==> config.mk <==
export PLATFORM = sky130hd
export DESIGN_NAME = receiver
export DESIGN_NICKNAME = d
export VERILOG_FILES = /design/src/rtl/receiver_pkg.sv /design/src/rtl/rx_byte_deserializer.sv /design/src/rtl/receiver.sv
export SDC_FILE = /design/constraint.sdc
export NUM_CORES = 1
export LEC_CHECK = 0
export CAP_MARGIN = 20
export CELL_PAD_IN_SITES_DETAIL_PLACEMENT = 2
export CELL_PAD_IN_SITES_GLOBAL_PLACEMENT = 2
export CORE_ASPECT_RATIO = 1.75
export CORE_MARGIN = 1
export CORE_UTILIZATION = 34
export CTS_BUF_LIST = sky130_fd_sc_hd__clkbuf_16
export DETAILED_ROUTE_END_ITERATION = 7
export PLACE_DENSITY_LB_ADDON = 0.05
export RECOVER_POWER = 100
export SYNTH_ARGS = -nofsm -noshare
export SYNTH_HDL_FRONTEND = slang
export SYNTH_HIERARCHICAL = 1
export SYNTH_SLANG_ARGS = --single-unit
==> constraint.sdc <==
create_clock -name i_clk -period 2.85 [get_ports i_clk]
set_input_delay 0.57 -clock i_clk [delete_from_list [all_inputs] [get_ports i_clk]]
set_output_delay 0.57 -clock i_clk [all_outputs]
set_load 0.01 [all_outputs]
==> src/rtl/receiver_pkg.sv <==
// Shared definitions for the serial frame link: sync byte, status bit positions
// and FSM state encodings used by the transmitter, receiver and io_module.
package receiver_pkg;

  localparam logic [7:0] SYNC_BYTE = 8'hA5;

  localparam int ST_LOCKED   = 0;
  localparam int ST_FRAMING  = 1;
  localparam int ST_CSUM     = 2;
  localparam int ST_TIMEOUT  = 3;
  localparam int ST_OVERFLOW = 4;
  localparam int ST_LENGTH   = 5;

  typedef enum logic [1:0] {
    FR_HUNT,
    FR_LEN,
    FR_PAYLOAD,
    FR_CSUM
  } frame_state_t;

  typedef enum logic [1:0] {
    BIT_IDLE,
    BIT_START,
    BIT_DATA,
    BIT_STOP
  } bit_state_t;

endpackage

==> src/rtl/rx_byte_deserializer.sv <==
// Oversampling UART-style byte deserializer: synchronizes the line, finds start
// bits, samples mid-bit and flags framing errors and idle bit periods.
module rx_byte_deserializer
  import receiver_pkg::*;
#(
  parameter int OVERSAMPLE = 8
) (
  input  logic       clk,
  input  logic       rst_n,
  input  logic       rx,
  output logic [7:0] byte_data,
  output logic       byte_valid,
  output logic       framing_err,
  output logic       idle_tick
);

  localparam int CW = $clog2(OVERSAMPLE);
  localparam logic [CW-1:0] HALF_LAST = CW'(OVERSAMPLE / 2 - 1);
  localparam logic [CW-1:0] FULL_LAST = CW'(OVERSAMPLE - 1);

  logic rx_meta, rx_sync, rx_prev;

  bit_state_t    state_reg, state_next;
  logic [CW-1:0] cnt_reg, cnt_next;
  logic [2:0]    bit_idx_reg, bit_idx_next;
  logic [7:0]    shift_reg, shift_next;

  // Synchronizer flops reset to the idle-high line level to avoid a fake start.
  always_ff @(posedge clk or negedge rst_n) begin
    if (!rst_n) begin
      rx_meta <= 1'b1;
      rx_sync <= 1'b1;
      rx_prev <= 1'b1;
    end else begin
      rx_meta <= rx;
      rx_sync <= rx_meta;
      rx_prev <= rx_sync;
    end
  end

  always_ff @(posedge clk or negedge rst_n) begin
    if (!rst_n) begin
      state_reg   <= BIT_IDLE;
      cnt_reg     <= '0;
      bit_idx_reg <= '0;
      shift_reg   <= '0;
    end else begin
      state_reg   <= state_next;
      cnt_reg     <= cnt_next;
      bit_idx_reg <= bit_idx_next;
      shift_reg   <= shift_next;
    end
  end

  always_comb begin
    state_next   = state_reg;
    cnt_next     = cnt_reg + CW'(1);
    bit_idx_next = bit_idx_reg;
    shift_next   = shift_reg;
    byte_valid   = 1'b0;
    framing_err  = 1'b0;
    idle_tick    = 1'b0;
    case (state_reg)
      BIT_IDLE: begin
        if (rx_prev && !rx_sync) begin
          state_next = BIT_START;
          cnt_next   = '0;
        end else if (cnt_reg == FULL_LAST) begin
          idle_tick = 1'b1;
          cnt_next  = '0;
        end
      end
      BIT_START: begin
        if (cnt_reg == HALF_LAST) begin
          cnt_next     = '0;
          bit_idx_next = '0;
          state_next   = rx_sync ? BIT_IDLE : BIT_DATA;
        end
      end
      BIT_DATA: begin
        if (cnt_reg == FULL_LAST) begin
          cnt_next     = '0;
          shift_next   = {rx_sync, shift_reg[7:1]};
          bit_idx_next = bit_idx_reg + 3'd1;
          if (bit_idx_reg == 3'd7) state_next = BIT_STOP;
        end
      end
      BIT_STOP: begin
        // Leave straight to IDLE so a start bit right after the stop is caught.
        if (cnt_reg == FULL_LAST) begin
          cnt_next    = '0;
          state_next  = BIT_IDLE;
          byte_valid  = rx_sync;
          framing_err = !rx_sync;
        end
      end
      default: state_next = BIT_IDLE;
    endcase
  end

  assign byte_data = shift_reg;

endmodule

==> src/rtl/receiver.sv <==
// Frame receiver: hunts for the sync byte, checks length and checksum, streams
// payload to the RX buffer and reports commit/discard, frame count and status.
module receiver
  import receiver_pkg::*;
#(
  parameter int OVERSAMPLE   = 8,
  parameter int LOCK_COUNT   = 2,
  parameter int TIMEOUT_BITS = 32
) (
  input  logic       i_clk,
  input  logic       i_rst_n,
  input  logic       i_rx,
  input  logic       i_pop_frame,
  input  logic       i_clear_status,
  output logic [7:0] o_data,
  output logic       o_data_we,
  output logic       o_commit,
  output logic       o_discard,
  output logic [7:0] o_frames_count,
  output logic [7:0] o_status,
  output logic       o_locked
);

  localparam int GW = $clog2(TIMEOUT_BITS + 1);
  localparam int RW = $clog2(LOCK_COUNT + 1);

  logic [7:0] byte_data;
  logic       byte_valid, framing_err, idle_tick;

  rx_byte_deserializer #(
    .OVERSAMPLE(OVERSAMPLE)
  ) u_deser (
    .clk        (i_clk),
    .rst_n      (i_rst_n),
    .rx         (i_rx),
    .byte_data  (byte_data),
    .byte_valid (byte_valid),
    .framing_err(framing_err),
    .idle_tick  (idle_tick)
  );

  frame_state_t   frame_state_reg, frame_state_next;
  logic [7:0]     remain_reg, remain_next;
  logic [7:0]     csum_reg, csum_next;
  logic           wrote_reg, wrote_next;
  logic [GW-1:0]  gap_reg, gap_next;
  logic [RW-1:0]  run_reg, run_next;
  logic [7:0]     count_reg, count_next;
  logic [5:1]     sticky_reg, sticky_next;
  logic [7:0]     data_reg, data_next;
  logic           data_we_reg, data_we_next;
  logic           commit_reg, commit_next;
  logic           discard_reg, discard_next;
  logic           locked_reg, locked_next;

  logic       abort, timeout, pop_ok;
  logic [5:1] err_set;

  always_ff @(posedge i_clk or negedge i_rst_n) begin
    if (!i_rst_n) begin
      frame_state_reg <= FR_HUNT;
      remain_reg      <= '0;
      csum_reg        <= '0;
      wrote_reg       <= 1'b0;
      gap_reg         <= '0;
      run_reg         <= '0;
      count_reg       <= '0;
      sticky_reg      <= '0;
      data_reg        <= '0;
      data_we_reg     <= 1'b0;
      commit_reg      <= 1'b0;
      discard_reg     <= 1'b0;
      locked_reg      <= 1'b0;
    end else begin
      frame_state_reg <= frame_state_next;
      remain_reg      <= remain_next;
      csum_reg        <= csum_next;
      wrote_reg       <= wrote_next;
      gap_reg         <= gap_next;
      run_reg         <= run_next;
      count_reg       <= count_next;
      sticky_reg      <= sticky_next;
      data_reg        <= data_next;
      data_we_reg     <= data_we_next;
      commit_reg      <= commit_next;
      discard_reg     <= discard_next;
      locked_reg      <= locked_next;
    end
  end

  always_comb begin
    frame_state_next = frame_state_reg;
    remain_next      = remain_reg;
    csum_next        = csum_reg;
    wrote_next       = wrote_reg;
    gap_next         = gap_reg;
    run_next         = run_reg;
    data_next        = data_reg;
    data_we_next     = 1'b0;
    commit_next      = 1'b0;
    discard_next     = 1'b0;
    abort            = 1'b0;
    err_set          = '0;

    // Gap only measures silence inside a frame; any received byte restarts it.
    timeout = (frame_state_reg != FR_HUNT) && idle_tick &&
              (gap_reg == GW'(TIMEOUT_BITS - 1));
    if (frame_state_reg == FR_HUNT || byte_valid || framing_err) gap_next = '0;
    else if (idle_tick) gap_next = gap_reg + GW'(1);

    case (frame_state_reg)
      FR_HUNT: begin
        wrote_next = 1'b0;
        if (byte_valid && byte_data == SYNC_BYTE) frame_state_next = FR_LEN;
        if (framing_err) err_set[ST_FRAMING] = 1'b1;
      end
      FR_LEN: begin
        if (byte_valid) begin
          if (byte_data == 8'd0) begin
            err_set[ST_LENGTH] = 1'b1;
            frame_state_next   = FR_HUNT;
          end else begin
            remain_next      = byte_data;
            csum_next        = byte_data;
            frame_state_next = FR_PAYLOAD;
          end
        end
      end
      FR_PAYLOAD: begin
        if (byte_valid) begin
          data_next    = byte_data;
          data_we_next = 1'b1;
          wrote_next   = 1'b1;
          csum_next    = csum_reg + byte_data;
          remain_next  = remain_reg - 8'd1;
          if (remain_reg == 8'd1) frame_state_next = FR_CSUM;
        end
      end
      FR_CSUM: begin
        if (byte_valid) begin
          frame_state_next = FR_HUNT;
          if (byte_data != csum_reg) begin
            err_set[ST_CSUM] = 1'b1;
            abort            = 1'b1;
          end else if (count_reg == 8'hFF) begin
            // No room to count another frame: drop it like a bad one.
            err_set[ST_OVERFLOW] = 1'b1;
            discard_next         = wrote_reg;
          end else begin
            commit_next = 1'b1;
            if (run_reg != RW'(LOCK_COUNT)) run_next = run_reg + RW'(1);
          end
        end
      end
      default: frame_state_next = FR_HUNT;
    endcase

    if (frame_state_reg != FR_HUNT && framing_err) begin
      err_set[ST_FRAMING] = 1'b1;
      abort               = 1'b1;
    end
    if (timeout) begin
      err_set[ST_TIMEOUT] = 1'b1;
      abort               = 1'b1;
    end
    if (abort) begin
      discard_next     = wrote_reg;
      frame_state_next = FR_HUNT;
    end

    if (err_set[ST_FRAMING] || err_set[ST_CSUM] || err_set[ST_TIMEOUT] || err_set[ST_LENGTH])
      run_next = '0;
    locked_next = (run_next >= RW'(LOCK_COUNT));

    sticky_next = (i_clear_status ? 5'd0 : sticky_reg) | err_set;

    // The count follows the visible commit pulse so a pop in that cycle cancels it.
    pop_ok = i_pop_frame && (count_reg != 8'd0);
    count_next = count_reg;
    if (commit_reg && !pop_ok && count_reg != 8'hFF) count_next = count_reg + 8'd1;
    else if (!commit_reg && pop_ok) count_next = count_reg - 8'd1;
  end

  assign o_data         = data_reg;
  assign o_data_we      = data_we_reg;
  assign o_commit       = commit_reg;
  assign o_discard      = discard_reg;
  assign o_frames_count = count_reg;
  assign o_locked       = locked_reg;
  assign o_status       = {2'b00, sticky_reg, locked_reg};

endmodule

==> flow_summary.toml <==
[logic_synthesis]
async_flop_share_pct = 100
syn_area_per_cell_um2 = 9.93
syn_inst = 407
synth_cell_types = 67
seq_area_frac_synth_pct = 44.0
synth_ff_type = "dfrtp_1"
ys_warn_count = 6
ys_seq_elements = 71
synth.cell_area_mm2 = 0.00404
synth_edf_count = 0

[cts]
cts.htree.levels = 3
clock_latency_ns = 0.34
cts_sinks = 71
numCtsBuffers = 9
cts_hold_buffers = 0
cts_root_buf = "clkbuf_16"
cts_buffer_depth = 2
cts_tree = "done"
clkTransAtPathRegs_ns = 0.06

[pwr]
ir_drop_uv = 313
p_leak_uw = 0.00226
power.total_uw = 3450
swShare_pct = 34.2
seq_power_share_pct = 35.6
p_per_area_mw_per_mm2 = 701
p_sw_uw = 1180
internal_power_uw = 2270
pwr-share-comb_pct = 34.2
clock_power_share_pct = 30.2

[cells_and_area]
fin_util_pct = 42.5
fillers = 1258
stdcell_count = 603
fin_nets = 494
regArea_mm2 = 0.00178
multiInputGateArea_mm2 = 0.00210
area_growth_pct = 21.8
n_antenna_cell = 0
drive_gt1_share_pct = 16.2

[critical_path]
crit_arrival_ns = 3.09
crit_type = "reg -> reg"
required_ns = 3.10
end_kind = "register"
cp-start-kind = "register"
cp_max_fo = 6
rrSetupSlack_ns = 0.008

[die]
dieHeight_um = 146
io-pin-count = 33
die-area_mm2 = 0.0123
initial_utilization_pct = 34.9
die_width_um = 84.4
coreArea_mm2 = 0.0116
num_rows = 52

[routing]
wl_per_cell_um = 19.6
vias = 3298
vias_per_cell = 5.47
drt-total-wl_um = 11800
dr.first_iter.drc_count = 65
drc = 8
dr.pass1.iters = 6
antenna_left = 0

[placed_design]
dp_cells = 583
routabilityCongestion = 0.760
numPortBuffers = 30
post-place-ws_ns = -0.105
dp_hpwl_um = 9000

[sta]
fin_crit_ns = 2.84
setup_tns_ns = 0
finClkSkew_ns = 0.00631
worst_slew_pin_slew_ns = 1.12
drv_slew = 0
setup_violations = 0
setup_slack_ns = 0.00779
rsz0062_at_grt = "yes"
max_freq_mhz = 352
hold_violations = 0
fin_crit_sh_pct = 99.7
max_slew_margin_pct = 25.0

[grt]
track_usage_pct = 20.9
first_global_vias = 3790
grt_pass1_wl_um = 19800
overflow = 0
grt_max_degree = 44
antenna_found_initial = 0

[min_path]
worstHoldPathType = "reg -> reg"

[run_status]
status = "finished, violations left"
violations = "design-rule violations"

[flow_run]
cap_violations = 0
## layout by cell type (no fill, tap or decap), types with 6 or more instances in the layout
cell type      Yosys  final
inv_1             25     24
nand2b_1           6      6
nand2_1           25     25
clkbuf_1           8      9
buf_4              3     23
clkbuf_16          0      9
xnor2_1            6      6
dfrtp_1           68     67
dlygate4sd3_1      0     25
xor2_1             6      6
ha_1              24     22
o21ai_0           33     31
a21o_1             6      6
nor2_1            37     37
nor3_1            10     10
mux2_2            14     13
mux2i_1            7      7
a21oi_1           29     30
## final timing paths
kind	cells past startpoint	endpoint	startpoint
setup / recovery	11	o_frames_count[7]	o_frames_count[2]
hold / removal	0	u_deser/rx_sync	u_deser/rx_meta
setup reg to reg	11	o_frames_count[7]	o_frames_count[2]
hold reg to reg	0	u_deser/rx_sync	u_deser/rx_meta
max in group asynchronous	2	remain_reg[0]	i_rst_n
min in group asynchronous	1	u_deser/bit_idx_reg[2]	i_rst_n
## power by group through the flow
stage                     combinational [uW]  clock (uW)  sequential, uW
after floorplan                          671           0            1260
after global placement                  1110           0            1240
after detailed placement                1170           0            1240
after CTS                               1190        1080            1230
after global routing                    1300        1110            1250
final                                   1180        1040            1230
## timing repair
action                                  CTS  global route
pin swaps                                 2             3
resized for setup                         4             5
endpoints found under the setup margin    2             6
buffers inserted                          0             4
## cell usage after synthesis (5+ instances only)
cell,number,share of area (%)
nor2_1,37,3.4
nor2b_1,5,0.77
inv_1,25,2.3
nand4_1,5,0.77
nor3_1,10,1.2
xor2_1,6,1.3
nand2b_1,6,0.93
clkbuf_1,8,0.74
or3_1,5,0.77
o21a_1,5,0.93
a21o_1,6,1.1
dfrtp_1,68,42
mux2i_1,7,1.7
o21ai_0,33,4.1
ha_1,24,7.4
xnor2_1,6,1.3
a21oi_1,29,3.6
nand2_1,25,2.3
mux2_2,14,3.9
a211oi_1,6,1.1
## worst max-delay path, cell delays in order (launching register included)
cell      delay [ns]
dfrtp_2         0.40
or4_4           0.54
o21ai_2         0.14
nor2b_4         0.20
inv_4           0.08
ha_4            0.22
buf_4           0.14
o211ai_1        0.24
o21ai_2         0.14
o31ai_2         0.24
mux2i_1         0.28
xnor2_1         0.15
## cell families after synthesis
family,Yosys count,share of synthesized area (%)
other,1,0.0928
DFF,71,44.0
adders and majority gates,26,8.42
muxes,22,6.00
AOI/OAI and AO/OA,111,17.7
buffers and inverters,43,5.01
and+or+nand+nor,121,16.1
xor gates and xnor gates,12,2.60
## per-layer routing
metal | vias up | GRT usage (%) | share of wire (%)
li1 | 1555 | - | -
met2 | 43 | 42.6 | 59
met3 | 22 | 3.00 | 2.0
met4 | 0 | 6.95 | 2.7
met1 | 1678 | 21.1 | 36
met5 | - | 0 | 0
## through the flow
step	hold WS, ns	instance area, um^2
floorplan	0.274	4090
global placement	0.350	4650
detailed placement	0.347	4650
CTS	0.253	4940
global route	0.369	4920
finish	0.364	4920
## cell type report
cell class                      instances  share of cell area [%]
Inverter                               25                    1.96
Clock inverter                          7                   0.991
Tap cell                              135                    3.43
Sequential cell                        71                    36.2
Clock buffer                            9                    4.57
Multi-Input combinational cell        294                    42.7
Timing Repair Buffer                   62                    10.2
Note: power is estimated with default switching activity, not from simulation.
